### src/rtl/job_seq_pkg.sv
// Shared types and default sizing for the job sequencer and its job FIFO.
package job_seq_pkg;

    localparam int DEFAULT_ENTRY_W        = 4;
    localparam int DEFAULT_RESULT_W       = 8;
    localparam int DEFAULT_FIFO_DEPTH     = 4;
    localparam int DEFAULT_TIMEOUT_CYCLES = 255;

    typedef enum logic [1:0] {
        IDLE,
        ISSUE,
        WAIT,
        OUTPUT
    } state_t;

endpackage

### src/rtl/job_fifo.sv
// Synchronous FIFO holding pending job entries; pushes when full and pops when
// empty are dropped, and pointers wrap naturally because DEPTH is a power of two.
module job_fifo
    import job_seq_pkg::*;
#(
    parameter int WIDTH = DEFAULT_ENTRY_W,
    parameter int DEPTH = DEFAULT_FIFO_DEPTH
)(
    input  logic                     clk,
    input  logic                     rst,
    input  logic                     push,
    input  logic [WIDTH-1:0]         push_data,
    input  logic                     pop,
    output logic [WIDTH-1:0]         head,
    output logic                     full,
    output logic                     empty,
    output logic [$clog2(DEPTH):0]   count
);

    localparam int AW = $clog2(DEPTH);

    logic [WIDTH-1:0] mem [DEPTH];
    logic [AW-1:0]    wr_ptr;
    logic [AW-1:0]    rd_ptr;
    logic             do_push;
    logic             do_pop;

    assign full    = (count == (AW + 1)'(DEPTH));
    assign empty   = (count == '0);
    assign do_push = push && !full;
    assign do_pop  = pop && !empty;
    assign head    = mem[rd_ptr];

    always_ff @(posedge clk or posedge rst) begin
        if (rst) begin
            wr_ptr <= '0;
            rd_ptr <= '0;
            count  <= '0;
        end else begin
            if (do_push) begin
                wr_ptr <= wr_ptr + 1'b1;
            end
            if (do_pop) begin
                rd_ptr <= rd_ptr + 1'b1;
            end
            case ({do_push, do_pop})
                2'b10:   count <= count + 1'b1;
                2'b01:   count <= count - 1'b1;
                default: count <= count;
            endcase
        end
    end

    // Storage needs no reset: a slot is only read after it has been written.
    always_ff @(posedge clk) begin
        if (do_push) begin
            mem[wr_ptr] <= push_data;
        end
    end

endmodule

### src/rtl/job_sequencer.sv
// Host-side initiator for the stack compute unit: buffers jobs, runs them one at a
// time and returns tagged results. Define JOB_SEQ_TIMEOUT_EN to build the WAIT watchdog.
module job_sequencer
    import job_seq_pkg::*;
#(
    parameter int ENTRY_W        = DEFAULT_ENTRY_W,
    parameter int RESULT_W       = DEFAULT_RESULT_W,
    parameter int FIFO_DEPTH     = DEFAULT_FIFO_DEPTH,
    parameter int TIMEOUT_CYCLES = DEFAULT_TIMEOUT_CYCLES
)(
    input  logic                clk,
    input  logic                rst,
    input  logic                req_valid,
    input  logic [ENTRY_W-1:0]  req_entry,
    output logic                req_ready,
    output logic                core_start,
    output logic [ENTRY_W-1:0]  core_entry,
    input  logic                core_done,
    input  logic [RESULT_W-1:0] core_result,
    output logic                res_valid,
    output logic [ENTRY_W-1:0]  res_entry,
    output logic [RESULT_W-1:0] res_data,
    output logic                res_timeout,
    input  logic                res_ready,
    output logic                busy
);

    state_t                      state;
    logic                        fifo_push;
    logic                        fifo_pop;
    logic [ENTRY_W-1:0]          fifo_head;
    logic                        fifo_full;
    logic                        fifo_empty;
    logic [$clog2(FIFO_DEPTH):0] unused_fifo_count;

    job_fifo #(
        .WIDTH (ENTRY_W),
        .DEPTH (FIFO_DEPTH)
    ) u_fifo (
        .clk       (clk),
        .rst       (rst),
        .push      (fifo_push),
        .push_data (req_entry),
        .pop       (fifo_pop),
        .head      (fifo_head),
        .full      (fifo_full),
        .empty     (fifo_empty),
        .count     (unused_fifo_count)
    );

    assign req_ready = !fifo_full;
    assign fifo_push = req_valid && req_ready;
    assign busy      = (state != IDLE);

    // The head is consumed on the same edge that moves the FSM into ISSUE.
    assign fifo_pop  = !fifo_empty && ((state == IDLE) || ((state == OUTPUT) && res_ready));

`ifdef JOB_SEQ_TIMEOUT_EN
    localparam int CW = $clog2(TIMEOUT_CYCLES + 1);

    logic [CW-1:0] wait_cnt;
    logic          timeout_q;

    assign res_timeout = timeout_q;
`else
    logic unused_timeout_cfg;

    assign unused_timeout_cfg = (TIMEOUT_CYCLES == 0);
    assign res_timeout        = 1'b0;
`endif

    // core_start and core_entry are loaded on the transition into ISSUE so the
    // pulse and its operand appear together during the ISSUE cycle.
    always_ff @(posedge clk or posedge rst) begin
        if (rst) begin
            state      <= IDLE;
            core_start <= 1'b0;
            core_entry <= '0;
            res_valid  <= 1'b0;
            res_entry  <= '0;
            res_data   <= '0;
`ifdef JOB_SEQ_TIMEOUT_EN
            wait_cnt   <= '0;
            timeout_q  <= 1'b0;
`endif
        end else begin
            core_start <= 1'b0;
            case (state)
                IDLE: begin
                    if (!fifo_empty) begin
                        state      <= ISSUE;
                        core_start <= 1'b1;
                        core_entry <= fifo_head;
                    end
                end
                ISSUE: begin
                    state <= WAIT;
`ifdef JOB_SEQ_TIMEOUT_EN
                    wait_cnt <= '0;
`endif
                end
                WAIT: begin
                    // A real done beats a watchdog expiry in the same cycle.
                    if (core_done) begin
                        state     <= OUTPUT;
                        res_valid <= 1'b1;
                        res_entry <= core_entry;
                        res_data  <= core_result;
`ifdef JOB_SEQ_TIMEOUT_EN
                        timeout_q <= 1'b0;
                    end else if (wait_cnt == CW'(TIMEOUT_CYCLES - 1)) begin
                        state     <= OUTPUT;
                        res_valid <= 1'b1;
                        res_entry <= core_entry;
                        res_data  <= '0;
                        timeout_q <= 1'b1;
                    end else begin
                        wait_cnt <= wait_cnt + 1'b1;
`endif
                    end
                end
                OUTPUT: begin
                    if (res_ready) begin
                        res_valid <= 1'b0;
                        if (!fifo_empty) begin
                            state      <= ISSUE;
                            core_start <= 1'b1;
                            core_entry <= fifo_head;
                        end else begin
                            state <= IDLE;
                        end
                    end
                end
                default: begin
                    state <= IDLE;
                end
            endcase
        end
    end

endmodule

### config.mk
export PLATFORM = sky130hd
export DESIGN_NAME = job_sequencer
export DESIGN_NICKNAME = d
export VERILOG_FILES = /design/src/rtl/job_seq_pkg.sv /design/src/rtl/job_fifo.sv /design/src/rtl/job_sequencer.sv
export SDC_FILE = /design/constraint.sdc
export NUM_CORES = 1
export LEC_CHECK = 0
export CAP_MARGIN = 15
export CORE_ASPECT_RATIO = 1.5
export CORE_MARGIN = 1
export CORE_UTILIZATION = 40
export CTS_CLUSTER_SIZE = 12
export DETAILED_ROUTE_END_ITERATION = 6
export PLACE_DENSITY_LB_ADDON = 0.2
export SYNTH_ARGS = -nofsm -noshare
export SYNTH_HDL_FRONTEND = slang
export SYNTH_HIERARCHICAL = 1
export SYNTH_SLANG_ARGS = --single-unit
### constraint.sdc
create_clock -name clk -period 2.2 [get_ports clk]
set_input_delay 0.33 -clock clk [delete_from_list [all_inputs] [get_ports clk]]
set_output_delay 0.33 -clock clk [all_outputs]
set_load 0.01 [all_outputs]
* After elaboration in Yosys (flattened, before gate mapping)
Memories as Yosys holds them, arrays and structs flattened.
Index checks and enable logic that the tools add are counted.
** Word-level totals
- Logic and storage cells :: 58
- Memories :: 1
- Output and inout port bits :: 21
- Register bits :: 27
- Bits in writable memories :: 16
- Bits of input ports :: 17
** Memories
- u_fifo.mem :: words 4, bits a word 4, rd ports 1, clocked after Yosys merged registers in 0, write ports 1, line job_fifo.sv:22 : logic [WIDTH-1:0] mem [DEPTH];
** Operators by class
- Reduce and logical (&&, ||, !) cells :: 18
- Equality and inequality tests :: 9
- Add/subtract/negate cells :: 4
- Multiplexer cells :: 17
** Operator list (number)
- 2-to-1 mux 4 bit :: 2
- one-hot mux 2 bit (4 select lines) :: 1
- one-hot mux 4 bit (2 select lines) :: 1
- nonzero test 2 bit :: 4
- 2-to-1 mux 1 bit :: 7
- == test 2 bit, second input constant :: 3
- 2-to-1 mux 2 bit :: 3
- != test 2 bit, second input constant :: 3
- one-hot mux 3 bit (2 select lines) :: 1
- AND reduction 3 bit :: 2
- logical AND 1 bit :: 5
- adder 2 x 1 -> 2 bit, second input constant :: 2
- == test 2 x 1 -> 1 bit, second input constant :: 2
- one-hot mux 1 bit (2 select lines) :: 2
- AND reduction 2 bit :: 2
- adder 3 x 1 -> 3 bit, second input constant :: 1
- == test 3 bit, second input constant :: 1
- zero test 3 bit :: 1
- subtractor 3 x 1 -> 3 bit, second input constant :: 1
- zero test 1 bit :: 2
- zero test 2 bit :: 1
- logical OR 1 bit :: 1

* Longest topological paths before layout
- Depth after elaboration :: 7
- Gate-level depth with buffers :: 11
- Depth with buffers taken out :: 11

* Hierarchy
The synthesis kept the hierarchy.
** Modules (own cells, without submodules)
- job_fifo :: cells each 59, area an instance 1021.0 um^2, sequential area each 655.6 um^2, instances 1
- job_sequencer :: cells each 69, area an instance 944.7 um^2, sequential area each 500.5 um^2, instances 1

* Worst setup path after synthesis
OpenSTA, ideal clock, no wires.
- Path kind :: flip-flop to flip-flop
- From :: register state[0]
- To :: register u_fifo.count[2]
- Stages on the path, launching flop included :: 12
- Clock period less this slack :: 2027 ps
- Data required time :: 2121 ps
- Setup time :: 79 ps
- Arrival time :: 1947 ps
- Buffers on the path :: 0
- Path slack :: 173 ps
- Path through :: dfrtp_1 inv_1 ha_1 a21oi_1 nor2_1 o31a_2 ha_1 inv_1 fa_1 xor2_1 nor2_1 xor2_1
** On the way
- Longest elaborated chain between the ends :: 7
- Elaborated cells on any way between the ends :: 10
- Classes of those cells :: 3 x eq/ne; 1 x mux; 6 x reduce/logical
** RTL lines
- from (decl) :: line job_sequencer.sv:28 : state_t state;
- from (signal assigned) :: line job_sequencer.sv:76 : state <= IDLE;
- from (signal assigned) :: line job_sequencer.sv:91 : state <= ISSUE;
- from (signal assigned) :: line job_sequencer.sv:97 : state <= WAIT;
- == test 2 bit :: line job_sequencer.sv:56 : assign fifo_pop = !fifo_empty && ((state == IDLE) || ((state == OUTPUT) && res_ready));
- logical AND 1 bit :: line job_sequencer.sv:56
- logical OR 1 bit (*) :: line job_sequencer.sv:56
- logical AND 1 bit (*) :: line job_sequencer.sv:56
- net fifo_pop :: line job_sequencer.sv:30 : logic fifo_pop;
- logical AND 1 bit (*) :: line job_fifo.sv:31 : assign do_pop = pop && !empty;
- net u_fifo.do_pop :: line job_fifo.sv:26 : logic do_pop;
- == test 2 x 1 -> 1 bit / == test 2 bit (equally long branches) :: line job_fifo.sv:46 : case ({do_push, do_pop})
- one-hot mux 3 bit (2 select lines) / nonzero test 2 bit (equally long branches)
- to (signal assigned) :: line job_fifo.sv:47 : 2'b10: count <= count + 1'b1;
- to (signal assigned) :: line job_fifo.sv:48 : 2'b01: count <= count - 1'b1;
- to (signal assigned) :: line job_fifo.sv:49 : default: count <= count;
- to (decl) :: line job_fifo.sv:17 : output logic [$clog2(DEPTH):0] count
Mark *: on every way through the listed nets, which the timed path passes. The rest lies on a longest branch.
A chain may end at the register's enable or synchronous reset.

* Final worst setup path
- From :: register u_fifo.count[1]
- To :: register u_fifo.count[2]
** On the way
- Longest elaborated chain between the ends :: 6
- Elaborated cells on any way between the ends :: 14
- Classes of those cells :: 2 x add/sub; 3 x eq/ne; 1 x mux; 8 x reduce/logical
** RTL lines
- == test 3 bit (*) :: line job_fifo.sv:28 : assign full = (count == (AW + 1)'(DEPTH));
- net fifo_full :: line job_sequencer.sv:32 : logic fifo_full;
- zero test 1 bit (*) :: line job_sequencer.sv:51 : assign req_ready = !fifo_full;
- logical AND 1 bit (*) :: line job_sequencer.sv:52 : assign fifo_push = req_valid && req_ready;
- net fifo_push :: line job_sequencer.sv:29 : logic fifo_push;
- logical AND 1 bit (*) :: line job_fifo.sv:30 : assign do_push = push && !full;
- == test 2 x 1 -> 1 bit / == test 2 bit (equally long branches) :: line job_fifo.sv:46
- one-hot mux 3 bit (2 select lines) / nonzero test 2 bit (equally long branches)
Marks and branches as above.

==> results.sh <==
export IMPL_die_y_um=87.86
export IMPL_drive_above_1_share=0.3000
export IMPL_reg2reg_to="u_fifo/count[2]"
export IMPL_cts_root_buf="clkbuf_8"
export IMPL_timing_fmax_ghz=0.4941
export IMPL_drtPass1Iterations=4
export IMPL_hpwl_um=2396
export IMPL_slew_viol_final=0
export IMPL_total_power_uw=3935
export IMPL_dp_cells=230
export IMPL_clk_pin_slew_ns=0.07
export IMPL_fin_util=0.5669
export IMPL_end_kind="flip-flop"
export IMPL_r2r_slack_ns=0.18
export IMPL_synthesis_area_mm2=0.001966
export IMPL_ys_top_cells_by_area="dfrtp_1 34%, edfxtp_1 24%, mux2_4 8.4%"
export IMPL_grt_util_met1=0.1280
export IMPL_setup_tns_ns=0
export IMPL_power_density_mw_per_mm2=1503
export IMPL_syn_to_final_growth_pct=33.16
export IMPL_seq_area_frac_synth=0.5882
export IMPL_cts_hold_buf=0
export IMPL_arrival_ns=2.23
export IMPL_period_share=0.9199
export IMPL_yosysWarningCount=6
export IMPL_synth_most_common_cell="dfrtp_1"
export IMPL_grt_use_total=0.1309
export IMPL_detailedRoute_firstIterationViolations=16
export IMPL_num_rows=30
export IMPL_synth_cell_types=33
export IMPL_final_setup_viol_count=0
export IMPL_hold_path_class="in2async"
export IMPL_drv_cap=0
export IMPL_multi_input_area_um2=750.7
export IMPL_busiest_layer="met2"
export IMPL_die_area_mm2=0.005204
export IMPL_cts_sinks=43
export IMPL_r2r_cells=10
export IMPL_r2r_start="u_fifo/count[1]"
export IMPL_drtAntennaViolNets=0
export IMPL_grt_pass1_wl_um=4954
export IMPL_htree_num_levels=2
export IMPL_grt_util_met3=0.05022
export IMPL_synth_top_area_share=0.3437
export IMPL_outcome="finished clean"
export IMPL_syn_avg_cell_area_um2=15.36
export IMPL_ir_worst_vdd_v=0.0008052
export IMPL_routedWlPerCell_um=12.79
export IMPL_gp_congestion=0.7260
export IMPL_fin_nets=207
export IMPL_path_class="reg2reg"
export IMPL_grt_pass1_vias=1086
export IMPL_async_flop_share=0.6279
export IMPL_synth_edff_count=16
export IMPL_ys_seq_elements=43
export IMPL_synthTopCellsByCount="27 x dfrtp_1, 16 x edfxtp_1, 14 x inv_1"
export IMPL_hold_violations=0
export IMPL_worst_slack_ns=0.1762
export IMPL_cts_tree="yes"
export IMPL_synth_largest_area_cell="dfrtp_1"
export IMPL_overflow=0
export IMPL_preCtsSetupSlack_ns=-0.04016
export IMPL_antenna_cells=0
export IMPL_crit_required_ns=2.41
export IMPL_leakage_uw=0.001126
export IMPL_start_util=0.4257
export IMPL_grt_max_degree=21
export IMPL_syn_nets=156
export IMPL_num_io_pins=38
export IMPL_netlist_instances=128
export IMPL_dr_total_vias=1114
export IMPL_insertion_delay_ns=0.29
export IMPL_worstSetupStartpointType="flip-flop"
export IMPL_stdcell_count=244
export IMPL_core_area_mm2=0.004617
export IMPL_wirelength_um=3121
export IMPL_viasPerCell=4.566
export IMPL_antenna_found_initial=0
export IMPL_fin_skew_ns=0.006798
export IMPL_ys_flop_type="dfrtp_1"
export IMPL_rsz0062_at_grt="no"
export IMPL_clockBufferDepth=2
export IMPL_seq_area_mm2=0.001159
export IMPL_numCtsBuffers=5
export IMPL_die_w_um=59.24
export IMPL_io_buffers=36
export IMPL_critPathMaxFanout=3
export IMPL_fill_cells=381
export IMPL_gr_usage_met2=0.2400
export IMPL_drcViolationCount=0
export IMPL_period_needed_ns=2.024
[layout by cell type, fill, tap and decap left out, types with 2 or more instances in the layout]
master,Yosys,routed
mux4_2,4,4
ha_1,10,8
mux2i_1,2,2
dfrtp_1,27,25
buf_4,1,11
nor2_1,3,3
mux2_2,7,7
clkdlybuf4s50_1,0,36
clkbuf_8,0,5
nand2_1,3,3
xnor2_1,3,3
inv_1,14,13
bufinv_16,0,2
nor3_1,2,2
o21ai_0,2,2
dfrtp_2,0,2
mux2_4,11,11
and2_2,3,3
edfxtp_1,16,16
xor2_1,3,3
[metal layers]
layer,part of all wire,up-vias,wire [µm]
met2,0.54,34,1688
met3,0.067,4,209
met5,0,-,0
met4,0.0099,0,31
li1,-,544,-
met1,0.38,532,1191
[cell type report]
type,count,area share
flip-flops and latches,43,0.4426
multi-input cells,68,0.2868
repair buffers,47,0.1692
well taps,64,0.03059
clock buffers,6,0.02772
clock inverters,2,0.02294
inverters,14,0.02008
[worst max-delay path by stage]
stage | startpoint | endpoint | slack [ns]
2_1_floorplan | state[0] | u_fifo/count[2] | 0.17
3_3_place_gp | res_ready | u_fifo/count[2] | 0.02
3_5_place_dp | res_ready | u_fifo/count[2] | -0.04
4_1_cts | state[0] | u_fifo/count[2] | 0.04
5_1_grt | state[0] | u_fifo/count[2] | 0.01
6_report | u_fifo/count[1] | u_fifo/count[2] | 0.18
[where the power goes]
part / leakage (µW) / internal, µW / switching, µW
clock network: 0.0000654 / 453 / 248
registers: 0.000463 / 1170 / 224
logic: 0.000598 / 1130 / 705
[worst max-delay path: stages (launching register included)]
cell and delay [ns]:
dfrtp_2 0.44, nor3b_4 0.28, nor2b_1 0.08, nor2b_4 0.13, inv_1 0.06, ha_2 0.17
inv_1 0.05, fa_2 0.33, xor2_1 0.14, nor2_1 0.12, xor2_1 0.14
[sequential cells by signal, indices dropped and copies added (netlist names)]
name and cells:
core_start 1, res_data 8, res_entry 4, u_fifo/mem 16, state 2, u_fifo/count 3, u_fifo/wr_ptr 2, u_fifo/rd_ptr 2
core_entry 4, res_valid 1
[timing repair]
action                                  4_1_cts  5_1_grt
gates resized for setup                       0        7
setup buffers                                 0        6
endpoints found under the setup margin        0        1
[stage by stage]
| step | hold slack (ns) | instance area (µm²) |
|---|---|---|
| 2_1_floorplan | 0.1334 | 1966 |
| 3_3_place_gp | 0.4876 | 2420 |
| 3_5_place_dp | 0.4902 | 2420 |
| 4_1_cts | 0.3035 | 2552 |
| 5_1_grt | 0.3130 | 2618 |
| 6_report | 0.3075 | 2618 |
[logic make-up (layout without fill, tap and decap cells)]
group | after synthesis | in the layout | synth area share
xor gates and xnor gates | 6 | 6 | 0.02674
adders and majority gates | 11 | 11 | 0.07384
muxes | 24 | 24 | 0.1801
buffers and inverters | 17 | 69 | 0.03883
and+or+nand+nor | 19 | 19 | 0.06429
other | 1 | 1 | 0.001908
AOI/OAI and AO/OA | 7 | 7 | 0.02610
DFF | 43 | 43 | 0.5882
Note: power is estimated with default switching activity, not from simulation.
